`src/rtl/mem_arbiter.sv`:
```
// Round-robin N-port arbiter sharing one physical-memory line port among cache clients.
// One transaction at a time: grant in IDLE, hold the request in BUSY, pulse the winner in RESP.
module mem_arbiter #(
  parameter int NUM_PORTS  = 2,
  parameter int ADDR_WIDTH = 32,
  parameter int LINE_WIDTH = 256
) (
  input  logic                            clk,
  input  logic                            rst_n,
  input  logic [NUM_PORTS-1:0]            port_read,
  input  logic [NUM_PORTS-1:0]            port_write,
  input  logic [NUM_PORTS*ADDR_WIDTH-1:0] port_addr,
  input  logic [NUM_PORTS*LINE_WIDTH-1:0] port_wdata,
  output logic [NUM_PORTS-1:0]            port_resp,
  output logic [LINE_WIDTH-1:0]           port_rdata,
  output logic                            pmem_read,
  output logic                            pmem_write,
  output logic [ADDR_WIDTH-1:0]           pmem_address,
  output logic [LINE_WIDTH-1:0]           pmem_wdata,
  input  logic [LINE_WIDTH-1:0]           pmem_rdata,
  input  logic                            pmem_resp
);

  localparam int IDX_W = (NUM_PORTS > 2) ? $clog2(NUM_PORTS) : 1;
  localparam logic [IDX_W-1:0] LAST_IDX = IDX_W'(NUM_PORTS - 1);

  typedef enum logic [1:0] {
    IDLE = 2'd0,
    BUSY = 2'd1,
    RESP = 2'd2
  } state_t;

  state_t                  r_state;
  state_t                  w_state_next;
  logic [IDX_W-1:0]        r_g;
  logic [IDX_W-1:0]        r_ptr;
  logic                    r_op_write;
  logic [ADDR_WIDTH-1:0]   r_pmem_address;
  logic [LINE_WIDTH-1:0]   r_pmem_wdata;
  logic [LINE_WIDTH-1:0]   r_port_rdata;

  logic [NUM_PORTS-1:0]    w_req;
  logic [IDX_W-1:0]        w_win;
  logic                    w_found;
  logic [IDX_W:0]          w_sum;

  assign w_req = port_read | port_write;

  // Scan from the highest offset down so the port closest to ptr is the last one kept.
  always_comb begin
    w_found = 1'b0;
    w_win   = '0;
    w_sum   = '0;
    for (int k = NUM_PORTS - 1; k >= 0; k--) begin
      w_sum = {1'b0, r_ptr} + (IDX_W+1)'(k);
      if (w_sum >= (IDX_W+1)'(NUM_PORTS)) begin
        w_sum = w_sum - (IDX_W+1)'(NUM_PORTS);
      end
      if (w_req[w_sum[IDX_W-1:0]]) begin
        w_found = 1'b1;
        w_win   = w_sum[IDX_W-1:0];
      end
    end
  end

  always_ff @(posedge clk or negedge rst_n) begin
    if (!rst_n) begin
      r_state <= IDLE;
    end else begin
      r_state <= w_state_next;
    end
  end

  always_comb begin
    w_state_next = r_state;
    port_resp    = '0;
    pmem_read    = 1'b0;
    pmem_write   = 1'b0;
    case (r_state)
      IDLE: begin
        if (w_found) begin
          w_state_next = BUSY;
        end
      end
      BUSY: begin
        pmem_read  = !r_op_write;
        pmem_write = r_op_write;
        if (pmem_resp) begin
          w_state_next = RESP;
        end
      end
      RESP: begin
        port_resp    = NUM_PORTS'(1) << r_g;
        w_state_next = IDLE;
      end
      default: begin
        w_state_next = IDLE;
      end
    endcase
  end

  // Write wins when a port raises both read and write.
  always_ff @(posedge clk or negedge rst_n) begin
    if (!rst_n) begin
      r_g            <= '0;
      r_ptr          <= '0;
      r_op_write     <= 1'b0;
      r_pmem_address <= '0;
      r_pmem_wdata   <= '0;
      r_port_rdata   <= '0;
    end else begin
      case (r_state)
        IDLE: begin
          if (w_found) begin
            r_g            <= w_win;
            r_op_write     <= port_write[w_win];
            r_pmem_address <= port_addr[w_win*ADDR_WIDTH +: ADDR_WIDTH];
            r_pmem_wdata   <= port_wdata[w_win*LINE_WIDTH +: LINE_WIDTH];
          end
        end
        BUSY: begin
          if (pmem_resp) begin
            r_port_rdata <= pmem_rdata;
          end
        end
        RESP: begin
          r_ptr <= (r_g == LAST_IDX) ? '0 : r_g + 1'b1;
        end
        default: begin
        end
      endcase
    end
  end

  assign pmem_address = r_pmem_address;
  assign pmem_wdata   = r_pmem_wdata;
  assign port_rdata   = r_port_rdata;

endmodule

```
`config.mk`:
```
export PLATFORM = sky130hd
export DESIGN_NAME = mem_arbiter
export DESIGN_NICKNAME = d
export VERILOG_FILES = /design/src/rtl/mem_arbiter.sv
export SDC_FILE = /design/constraint.sdc
export NUM_CORES = 1
export LEC_CHECK = 0
export BUFFER_PORTS_ARGS = -buffer_cell sky130_fd_sc_hd__buf_2
export CAP_MARGIN = 20
export CORE_AREA = 2 2 548 550
export DETAILED_ROUTE_END_ITERATION = 7
export DIE_AREA = 0 0 550 552
export PLACE_DENSITY_LB_ADDON = 0.25
export SYNTH_ARGS = -nofsm -noshare
export SYNTH_HDL_FRONTEND = slang
export SYNTH_SLANG_ARGS = --single-unit
```
`constraint.sdc`:
```
create_clock -name clk -period 3.2 [get_ports clk]
set_clock_uncertainty 0.15 [all_clocks]
set_input_delay 0.64 -clock clk [delete_from_list [all_inputs] [get_ports clk]]
set_output_delay 0.64 -clock clk [all_outputs]
set_load 0.005 [all_outputs]
```
==> impl_results.md <==
- Status: complete, no violations
- Max Transition Viols Final: 0
- Critical path cell sequence: or2_2 -> nor2_4 -> buf_12 -> a31oi_1 -> dlygate4sd3_1
- Sequential cell area fraction in the yosys report: 56.8%
- Largest net degree at the start of global routing: 111
- Share of layout cells above drive strength 1: 43.1%
- Worst Path Arrival: 3.31 ns
- Synthesized area: 24200 um2
- Rel. slew slack: 33.7%
- Placeable Area: 298000 um2
- Post-synthesis register bit count: 549
- Grt total ovfl: 0
- Resized cells post-CTS: 0
- WS Path Type: flop to flop
- Clk_lat worst skew: 0.77 ns
- Setup Viol. Count Final: 0
- Number of post-CTS setup repair buffers: 0
- Period utilization: 89.1%
- Worst hold slack: 0.0685 ns
- Setup crit end kind: flop
- WP depth: 5
- Root Buffer: clkbuf_16
- Hold buffer count at cts: 681
- Crit path setup slack, layout: 0.349 ns
- Antenna violation net count after detailed routing: 0
- Core Util, Final: 15.3%
- GPL Wtd Cong: 0.939
- Drt via density: 3.39
- CTS tree: built
- CP required: 3.66 ns
- Layout Cells excl Fill: 8337
- Fin crit period: 2.85 ns
- Pre-CTS setup slack: 0.480 ns
- R2r startpoint: r_state[1]
- Initial Util: 8.11%
- Crit Path Max Fanout: 110
- Drt first-iter violations: 1724
- Reg2reg path depth: 5
- Die Span X: 550 um
- Vias post-DR: 28.3k
- Syn Inst Count: 2237
- Clock Sinks: 549
- GRT Overall Usage: 13.2%
- Slowest stage delay, CP: 0.62 ns
- Initial antenna violation count: 185
- Number of global-route vias before repair: 28.8k
- Slowest stage cell, crit path: dlygate4sd3_1
- # Max-Cap Violations: 0
- Routed WL: 209 mm
- Unrepaired setup endpoints after global routing: false
- Worst path bufs/invs: 2
- Family with the most delay on the worst path: buffers and inverters
- Syn_nets: 3076
- Fmax: 351 MHz
- Inserted Clock Buffers: 79
- Detailed Routing Iterations Pass 1: 5
- H-Tree Depth: 3
- Clock transition at the registers of the reported paths: 0.06 ns
- Slew @ Worst Pin: 0.995 ns
- First-pass GRT wire length: 269 mm
- Die area: 304000 um2
- Cells after DPL: 7456
- Core Rows: 201
- Worst R2R End: pmem_wdata[159]
- DR WL/cell: 25.1 um
- IO Port Bufs: 1386
- Fin nets: 5099
- Dpl hpwl: 173 mm
- Synthesized area per cell: 10.8 um2
- I/O pins: 1387
- Area delta synth->final: 88.5%
- R2R setup slack: 0.35 ns
- Min-Delay Path Class: input pin to flop
- Final hold viol count: 0
- Syn. warnings: 0
- CP startpoint kind: flop
- Drt drc: 0
- Pwr/cell area: 900 nW/um2
- Synth cell types: 31
- VDD IR max: 577 uV
- Launch point of the worst path: r_state[1]
- Leakage: 0.0192 uW
- Die Span Y: 552 um
- Clock buffer depth: 4
- Final setup TNS: 0 ns
- Setup crit end: pmem_wdata[159]
-- synthesized netlist by cell type, drive strengths merged --
| master | number | area share, % |
|---|---|---|
| nand2 | 2 | 0.031 |
| a21o | 1 | 0.031 |
| mux2 | 256 | 12 |
| o21ba | 1 | 0.041 |
| nor4 | 1 | 0.026 |
| nor2b | 1 | 0.026 |
| or4 | 1 | 0.031 |
| a21oi | 290 | 6.0 |
| nor3b | 2 | 0.062 |
| inv | 1 | 0.015 |
| clkbuf | 156 | 2.4 |
| o21bai | 1 | 0.031 |
| o31ai | 1 | 0.031 |
| nand2b | 1 | 0.026 |
| nor2 | 5 | 0.15 |
| buf | 96 | 2.9 |
| nand3 | 288 | 6.0 |
| and3 | 1 | 0.026 |
| nor3 | 1 | 0.021 |
| and2 | 2 | 0.052 |
| a31oi | 288 | 7.4 |
| o21ai | 290 | 6.0 |
| dfrtp | 549 | 57 |
| or2 | 2 | 0.052 |
-- final cells by class --
class / count / area, um2
fillers: 34000 / 253000
repair buffers: 2194 / 15100
clock inverters: 31 / 319
flip-flops and latches: 549 / 13700
inverters: 1 / 3.75
diodes: 67 / 168
multi-input cells: 1435 / 9210
clock buffers: 102 / 2180
well taps: 3958 / 4950
-- registers in the layout, indices dropped and copies added, names as in the netlist --
| register | cells |
|---|---|
| pmem_wdata | 256 |
| port_rdata | 256 |
| pmem_address | 32 |
| r_state | 2 |
| r_g | 1 |
| r_op_write | 1 |
| r_ptr | 1 |
-- placed cells by master, fill, tap and decap left out, drive strengths merged --
cell type    netlist  layout
buf               96    1513
dlygate4sd3        0     681
dfrtp            549     549
o21ai            290     290
a21oi            290     290
a31oi            288     288
nand3            288     288
mux2             256     256
clkbuf           156     102
diode              0      67
clkinv             0      19
clkinvlp           0       5
nor2               5       5
bufinv             0       4
inv                1       4
nand2              2       2
nor3b              2       2
and2               2       2
or2                2       2
nor3               1       1
a21o               1       1
o31ai              1       1
nor2b              1       1
nand2b             1       1
and3               1       1
o21ba              1       1
nor4               1       1
o21bai             1       1
or4                1       1
-- power breakdown --
group	switching (uW)	leakage, uW	internal (uW)	total (uW)
combinational	11000	0.0117	8680	19600
clock	3700	0.00123	5140	8840
sequential	2040	0.00630	10600	12600
-- worst min path at each step --
stage,start,depth (start not counted),slack (ns),to
after floorplan,rst_n,0,0.19,pmem_address[0]
after global placement,port_rdata[28],1,0.32,port_rdata[28]
after detailed placement,port_rdata[56],1,0.32,port_rdata[56]
after CTS,port_wdata[219],3,0.0001,pmem_wdata[219]
after global routing,port_wdata[231],3,0.02,pmem_wdata[231]
final,port_wdata[7],3,0.07,pmem_wdata[7]
-- worst reg2reg max path, delay by kind of cell, from the launching register on --
kind	cells	cell delay (ns)
flip-flops	1	0.46
AO/OA/AOI/OAI	1	0.61
buffers and inverters	2	0.88
AND/OR/NAND/NOR	2	0.59
-- layer usage --
| metal | track usage (%) | vias up | share of wire [%] |
|---|---|---|---|
| li1 | - | 12500 | - |
| met1 | 13.8 | 13800 | 36 |
| met2 | 23.5 | 1489 | 49 |
| met3 | 6.28 | 381 | 11 |
| met4 | 3.33 | 108 | 3.0 |
| met5 | 0 | - | 0.34 |
-- cell families after synthesis --
group	after synthesis	synth area share, %
and+or+nand+nor	307	6.46
muxes	256	11.9
DFF	549	56.8
buffers and inverters	253	5.30
AOI/OAI and AO/OA	872	19.6
-- through the flow --
step	cell area (um2)	power [uW]
floorplan	24200	19500
detailed placement	36100	30600
finish	45600	41100
global placement	36100	30400
global route	45500	43800
CTS	45500	42200
(Power assumes the default switching activity.)
